<file path="src/rtl/bcd_pkg.sv">
// Shared types and constants for the sequential binary-to-BCD converter.
// Optional feature macro used by the converter: BCD_SATURATE_EN.
package bcd_pkg;

    typedef enum logic [1:0] {
        IDLE   = 2'd0,
        SHIFT  = 2'd1,
        FINISH = 2'd2
    } state_t;

    localparam int BCD_DIGIT_W = 4;

    localparam logic [BCD_DIGIT_W-1:0] ADJ_THRESH = 4'd5;
    localparam logic [BCD_DIGIT_W-1:0] ADJ_ADD    = 4'd3;
    localparam logic [BCD_DIGIT_W-1:0] SAT_DIGIT  = 4'h9;

endpackage

</file>
<file path="src/rtl/bin_to_bcd_seq_if.sv">
// Request/response bundle between the CPU-side logic and the BCD converter.
interface bin_to_bcd_seq_if #(
    parameter int IN_W       = 16,
    parameter int OUT_DIGITS = 4
);
    // Handshake: start is taken only while busy=0 and bin_in is captured on that
    // same edge; done pulses one cycle with bcd_out/ovf valid and held afterwards.
    logic                    start;
    logic [IN_W-1:0]         bin_in;
    logic                    busy;
    logic                    done;
    logic [4*OUT_DIGITS-1:0] bcd_out;
    logic                    ovf;

    modport master (
        output start, bin_in,
        input  busy, done, bcd_out, ovf
    );

    modport slave (
        input  start, bin_in,
        output busy, done, bcd_out, ovf
    );

endinterface

</file>
<file path="src/rtl/bcd_digit_adj.sv">
// One double-dabble digit correction: a BCD digit of 5 or more gets 3 added.
module bcd_digit_adj
    import bcd_pkg::*;
(
    input  logic [BCD_DIGIT_W-1:0] din,
    output logic [BCD_DIGIT_W-1:0] dout
);

    assign dout = (din >= ADJ_THRESH) ? din + ADJ_ADD : din;

endmodule

</file>
<file path="src/rtl/bin_to_bcd_seq.sv">
// Sequential shift-add-3 binary-to-BCD converter with start/busy/done handshake.
// Macro BCD_SATURATE_EN: on overflow, bcd_out is forced to all-9 digits.
module bin_to_bcd_seq
    import bcd_pkg::*;
#(
    parameter int IN_W       = 16,
    parameter int BCD_DIGITS = 5,
    parameter int OUT_DIGITS = 4
) (
    input  logic              CLK,
    input  logic              RST,
    bin_to_bcd_seq_if.slave   bus,
    output state_t            dbg_state
);

    localparam int SCR_W = BCD_DIGIT_W * BCD_DIGITS;
    localparam int OUT_W = BCD_DIGIT_W * OUT_DIGITS;
    localparam int CNT_W = $clog2(IN_W + 1);

    state_t            state;
    logic [IN_W-1:0]   shreg;
    logic [SCR_W-1:0]  scratch;
    logic [SCR_W-1:0]  scratch_adj;
    logic [CNT_W-1:0]  cnt;
    logic              ovf_c;
    logic [OUT_W-1:0]  bcd_c;

    for (genvar g = 0; g < BCD_DIGITS; g++) begin : g_adj
        bcd_digit_adj u_adj (
            .din  (scratch[g*BCD_DIGIT_W +: BCD_DIGIT_W]),
            .dout (scratch_adj[g*BCD_DIGIT_W +: BCD_DIGIT_W])
        );
    end

    // Digits above the presented window must all be zero for the value to fit.
    always_comb begin
        ovf_c = 1'b0;
        for (int i = OUT_DIGITS; i < BCD_DIGITS; i++) begin
            ovf_c = ovf_c | (|scratch[i*BCD_DIGIT_W +: BCD_DIGIT_W]);
        end
`ifdef BCD_SATURATE_EN
        bcd_c = ovf_c ? {OUT_DIGITS{SAT_DIGIT}} : scratch[OUT_W-1:0];
`else
        bcd_c = scratch[OUT_W-1:0];
`endif
    end

    always_ff @(posedge CLK) begin
        if (RST) begin
            state       <= IDLE;
            shreg       <= '0;
            scratch     <= '0;
            cnt         <= '0;
            bus.done    <= 1'b0;
            bus.bcd_out <= '0;
            bus.ovf     <= 1'b0;
        end else begin
            bus.done <= 1'b0;
            case (state)
                IDLE: begin
                    if (bus.start) begin
                        shreg   <= bus.bin_in;
                        scratch <= '0;
                        cnt     <= CNT_W'(IN_W);
                        state   <= SHIFT;
                    end
                end
                SHIFT: begin
                    {scratch, shreg} <= {scratch_adj, shreg} << 1;
                    cnt              <= cnt - 1'b1;
                    if (cnt == CNT_W'(1)) begin
                        state <= FINISH;
                    end
                end
                FINISH: begin
                    bus.bcd_out <= bcd_c;
                    bus.ovf     <= ovf_c;
                    bus.done    <= 1'b1;
                    state       <= IDLE;
                end
                default: state <= IDLE;
            endcase
        end
    end

    assign bus.busy  = (state != IDLE);
    assign dbg_state = state;

endmodule

</file>
<file path="src/flat_wrapper.sv">
// flat-port wrapper written by rule: the top's interface ports become plain ports
module bin_to_bcd_seq_flat import bcd_pkg::*;
#(
    parameter int IN_W       = 16,
    parameter int BCD_DIGITS = 5,
    parameter int OUT_DIGITS = 4
)
  (CLK, RST, dbg_state, bus_start, bus_bin_in, bus_busy, bus_done, bus_bcd_out, bus_ovf);
  bin_to_bcd_seq_if #(.IN_W(IN_W), .OUT_DIGITS(OUT_DIGITS)) bus_i ();
  input  logic CLK;
  input  logic RST;
  output state_t dbg_state;
  input wire logic [$bits(bus_i.start)-1:0] bus_start;
  input wire logic [$bits(bus_i.bin_in)-1:0] bus_bin_in;
  output wire logic [$bits(bus_i.busy)-1:0] bus_busy;
  output wire logic [$bits(bus_i.done)-1:0] bus_done;
  output wire logic [$bits(bus_i.bcd_out)-1:0] bus_bcd_out;
  output wire logic [$bits(bus_i.ovf)-1:0] bus_ovf;
  assign bus_i.start = bus_start;
  assign bus_i.bin_in = bus_bin_in;
  assign bus_busy = bus_i.busy;
  assign bus_done = bus_i.done;
  assign bus_bcd_out = bus_i.bcd_out;
  assign bus_ovf = bus_i.ovf;
  bin_to_bcd_seq #(.IN_W(IN_W), .BCD_DIGITS(BCD_DIGITS), .OUT_DIGITS(OUT_DIGITS)) u_core (.CLK(CLK), .RST(RST), .bus(bus_i), .dbg_state(dbg_state));
endmodule
</file>
<file path="config.mk">
export PLATFORM = sky130hd
export DESIGN_NAME = bin_to_bcd_seq_flat
export DESIGN_NICKNAME = d
export VERILOG_FILES = /design/src/rtl/bcd_pkg.sv /design/src/rtl/bin_to_bcd_seq_if.sv /design/src/rtl/bcd_digit_adj.sv /design/src/rtl/bin_to_bcd_seq.sv /design/src/flat_wrapper.sv
export SDC_FILE = /design/constraint.sdc
export NUM_CORES = 1
export LEC_CHECK = 0
export ABC_AREA = 1
export ABC_CLOCK_PERIOD_IN_PS = 1300
export CORE_MARGIN = 2
export CORE_UTILIZATION = 55
export CTS_CLUSTER_SIZE = 20
export DETAILED_ROUTE_END_ITERATION = 8
export PLACE_DENSITY = 0.8
export SLEW_MARGIN = 15
export SYNTH_ARGS = -nofsm -noshare
export SYNTH_HDL_FRONTEND = slang
export SYNTH_HIERARCHICAL = 1
export SYNTH_SLANG_ARGS = --single-unit
</file>
<file path="constraint.sdc">
create_clock -name CLK -period 1.3 [get_ports CLK]
set_input_delay 0.26 -clock CLK [delete_from_list [all_inputs] [get_ports CLK]]
set_output_delay 0.26 -clock CLK [all_outputs]
set_load 0.05 [all_outputs]
</file>
Word level (Yosys, flattened, before mapping):

Cells that the tools add are included.

* input bits: 19
* register bits after elaboration: 61
* word-level logic and storage cells: 44
* output and inout port bits: 21

* reduce and logical (&&, ||, !) cells: 6
* $add $sub $neg: 6
* eq/ne operators: 5
* $lt $le $gt $ge: 5
* multiplexer cells: 15

Operators by type and width (number)
* one-hot mux 20 bit (2 select lines): 1
* one-hot mux 16 bit (2 select lines): 1
* greater-or-equal comparator 4 x 3 -> 1 bit, second input constant: 5
* two-way mux 20 bit: 1
* adder 4 x 2 -> 4 bit, second input constant: 4
* two-way mux 16 bit: 1
* two-way mux 4 bit: 4
* one-hot mux 5 bit (2 select lines): 1
* equality test 5 x 1 -> 1 bit, second input constant: 1
* two-way mux 5 bit: 1
* subtractor 5 x 1 -> 5 bit, second input constant: 1
* two-way mux 2 bit: 2
* one-hot mux 2 bit (2 select lines): 1
* AND reduction 2 bit: 2
* nonzero test 2 bit: 2
* OR reduction 4 bit: 1
* adder 3 x 2 -> 3 bit, second input constant: 1
* two-way mux 3 bit: 1
* equality test 2 x 1 -> 1 bit, second input constant: 1
* equality test 2 bit, second input constant: 1
* logical NOT 2 bit: 1
* != test 2 x 1 -> 1 bit, second input constant: 1
* != test 2 bit, second input constant: 1
* two-way mux 1 bit: 1

Logic depth before layout (Yosys ltp):

* depth after elaboration: 3
* depth in mapped cells: 9
* gate-level depth less buffers: 9

Cells and area by module:

Netlist, hierarchy kept.

By module, submodules not included
* bin_to_bcd_seq: times used 1, sequential area each 1221.2 µm², cells each 348, area each 2514.9 µm²
* bcd_digit_adj: times used 5, sequential area each 0.0 µm², cells each 23, area each 135.1 µm²

Worst setup path before layout:

OpenSTA, ideal clock, no wires.

* path type: register to output
* start: reg u_core.state[0], in the netlist u_core/dbg_state[0]
* end: out bus_busy
* stages on the path, launching flop included: 3
* path slack: -0.244 ns
* arrival: 1.284 ns
* required time: 1.040 ns
* cell sequence: dfxtp_1 > nor2_1 > inv_1

* longest elaborated chain between the ends: 1

Ends and longest elaborated chain
* start: declaration: line bin_to_bcd_seq.sv:20 `state_t state;`
* start signal: assignment: line bin_to_bcd_seq.sv:50 `state <= IDLE;`
* start signal: assignment: line bin_to_bcd_seq.sv:65 `state <= SHIFT;`
* start signal: assignment: line bin_to_bcd_seq.sv:72 `state <= FINISH;`
* nonzero test 2 bit: line bin_to_bcd_seq.sv:86 `assign bus.busy = (state != IDLE);`
* end: declaration: line flat_wrapper.sv:15 `output wire logic [$bits(bus_i.busy)-1:0] bus_busy;`

No other way between the ends.

Worst setup path in the final report:

* start: reg u_core.scratch[17]
* end: reg u_core.scratch[17]

* longest elaborated chain between the ends: 3

Ends and longest elaborated chain
* start: declaration: line bin_to_bcd_seq.sv:22 `logic [SCR_W-1:0] scratch;`
* start signal: assignment: line bin_to_bcd_seq.sv:69 `{scratch, shreg} <= {scratch_adj, shreg} << 1;`
* greater-or-equal comparator 4 x 3 -> 1 bit: line bcd_digit_adj.sv:9 `assign dout = (din >= ADJ_THRESH) ? din + ADJ_ADD : din;`
* two-way mux 3 bit: line bcd_digit_adj.sv:9
* net u_core.scratch_adj[16]: line bin_to_bcd_seq.sv:23 `logic [SCR_W-1:0] scratch_adj;`
* one-hot mux 20 bit (2 select lines): line bin_to_bcd_seq.sv:59 `case (state)`

The timed path passes the listed nets, and every way through them passes these cells.
A chain may end at the register's enable or synchronous reset.

==> key figures <==
Setup path
  – Worst EP required: 1540 ps
  – Worst R2R End: u_core/scratch[17]
  – Critical path data arrival time: 1530 ps
  – Worst R2R Setup Slack: 20 ps
  – Timing startpoint of the critical path: u_core/scratch[17]
  – R2r worst-path depth: 9
  – Nature of the critical path startpoint: flip-flop
  – Critical Path End Type: flip-flop
  – Reg2reg start: u_core/scratch[17]
  – Critical path peak fanout: 4
  – Worst Setup EP: u_core/scratch[17]
  – Critical path class: reg -> reg

Timing
  – Share of the clock period used by the worst path: 98.8%
  – Final setup fails: 0
  – Shortest clock period the worst path allows after layout: 1280 ps
  – Setup skew after layout: 4.86 ps
  – Count of final hold-check violations: 0
  – Accumulated negative setup slack: 0 ps
  – Headroom to the max-slew limit: 75.7%
  – Post-route worst hold slack: 482 ps
  – Number of max-slew violations in the final report: 0
  – Worst-margin pin slew: 364 ps
  – Fmax: 0.778 GHz
  – RSZ-0062 raised after global routing: yes

Drt
  – Total number of vias: 3196
  – Overall routed net length: 8200 µm
  – Antenna-violating nets left: 0
  – Remaining DRCs: 0
  – Number of search-and-repair iterations in the first detailed-routing pass: 5
  – Detailed-route wire length per cell: 13.9 µm
  – Iteration-0 DRC Markers: 217
  – Routed vias/inst: 5.41

CTS
  – Number of CTS-inserted buffers: 9
  – Clk_lat worst skew: 330 ps
  – CTS sink count: 61
  – Buffer depth of the longest clock path: 2
  – CTS Hold Bufs: 0
  – Root Driver: sky130_fd_sc_hd__clkbuf_8
  – CTS clock-pin slew for the worst setup and hold paths: 60 ps
  – TritonCTS clock tree: yes
  – CTS HTree Levels: 3

Global routing
  – Maximum number of pins on one net before global-route repair: 69
  – Antenna violations before repair: 0
  – Combined global-route utilization of all metal layers: 25.7%
  – Number of global-route vias before repair: 2878
  – Wire length of the first global-routing pass: 12800 µm
  – Remaining Overflow, GRT: 0

Pwr
  – Static power due to leakage: 1.85 nW
  – Power density over the cells: 965 nW/µm²
  – Overall power of the completed layout: 4.14 mW
  – IR Drop Worst-Case VDD: 1120 µV

Floorplan
  – Die outline width: 79.9 µm
  – Die Outline Area: 6380 µm²
  – Die Y-Extent: 79.9 µm
  – Num ports: 40
  – Initial Util: 57.1%
  – Core ar.: 5540 µm²
  – Number of rows in the core area: 27

Layout
  – Fraction of layout instances using a drive strength above 1: 25.0%
  – FF+latch area: 1240 µm²
  – Layout net count: 547
  – Combined area of the multi-input logic cells: 1720 µm²
  – Filler Cells Inserted: 383
  – Final instance area: 4290 µm²
  – Fin util: 77.4%
  – Post-synthesis to final-layout area growth: 35.5%
  – Antenna cell count: 0

Synthesis
  – Yosys warnings: 6
  – Cells after Synth: 458
  – Net Count, Synth: 489
  – Mapped Area: 3160 µm²
  – Syn_area_per_cell: 6.91 µm²

Run status
  – Outcome: finished, final reports clean

Place
  – Placed instance area: 3980 µm²
  – Half-perimeter wire length after detailed placement: 5300 µm
  – IO buf count: 39
  – Routability cong.: 0.855

Job
  – Max-capacitance violation count: 0

Worst hold path
  – Path type of the worst min-delay path: reg -> reg
  – Launch instance of the worst min-delay path: u_core/shreg[0]
[critical path, cell delays in order, from the launching register on]
cell	delay, ps
sky130_fd_sc_hd__dfxtp_2	360
sky130_fd_sc_hd__inv_1	80
sky130_fd_sc_hd__ha_1	180
sky130_fd_sc_hd__nand2_1	80
sky130_fd_sc_hd__nand2_2	70
sky130_fd_sc_hd__nor2_4	110
sky130_fd_sc_hd__nand2_1	60
sky130_fd_sc_hd__nand2_1	60
sky130_fd_sc_hd__nand3_1	90
sky130_fd_sc_hd__o21ai_0	110
[stage by stage]
step | std cells | worst slack [ps]
after floorplan | 458 | 17.3
after global placement | 573 | -174
after detailed placement | 573 | -235
after CTS | 588 | -9.57
after global routing | 591 | -50.2
final | 591 | 15.1
[final cells by class]
| type | count | share of cell area [%] |
|---|---|---|
| timing repair buffer | 69 | 20.4 |
| clock inverter | 2 | 0.233 |
| tap | 72 | 2.10 |
| multi-input combinational | 322 | 40.1 |
| inverter | 53 | 4.64 |
| sequential | 61 | 28.9 |
| clock buffer | 12 | 3.62 |
[repair_timing]
item,4_1_cts,5_1_grt
cloned,0,0
endpoints found under the setup margin,8,32
pin swaps,5,15
setup buffers,1,3
gates resized for setup,13,38
[worst min-delay path by stage]
stage,to,slack [ps],depth (start not counted)
finish,u_core/shreg[0],480,2
global route,u_core/shreg[4],490,3
CTS,u_core/shreg[1],470,3
detailed placement,u_core/shreg[14],470,2
global placement,u_core/shreg[0],460,2
floorplan,u_core/shreg[1],370,2
[per-layer routing]
metal  vias to the layer above  wire (µm)  track usage, %
met2                        94       4450            46.7
met1                      1515       3290            29.3
met5                         -          0               0
met4                         0         70            6.95
li1                       1578          -               -
met3                         9        388            7.24
[layout by cell type, fill, tap and decap left out, drive strengths merged]
cell,n
a21oi,18
buf,51
o21ai,54
ha,12
nor2,78
nor3,2
o22ai,1
clkinv,2
nand3,64
nand4,1
dfxtp,61
inv,53
clkbuf,12
nand2,92
clkdlybuf4s50,18
[flip-flops by register name, summed over array words and instances, names as in the netlist]
signal              flops
u_core/bus.done         1
u_core/cnt              5
u_core/dbg_state        2
u_core/shreg           16
u_core/scratch         20
u_core/bus.bcd_out     16
u_core/bus.ovf          1
[power breakdown]
group	internal, mW	leakage (nW)	total [mW]	switching [mW]
sequential	1.94	0.502	2.00	0.0585
combinational	0.303	1.26	0.687	0.384
clock	0.768	0.0881	1.45	0.682
total	3.02	1.85	4.14	1.13
No activity file was read; power rests on OpenSTA's default activity.
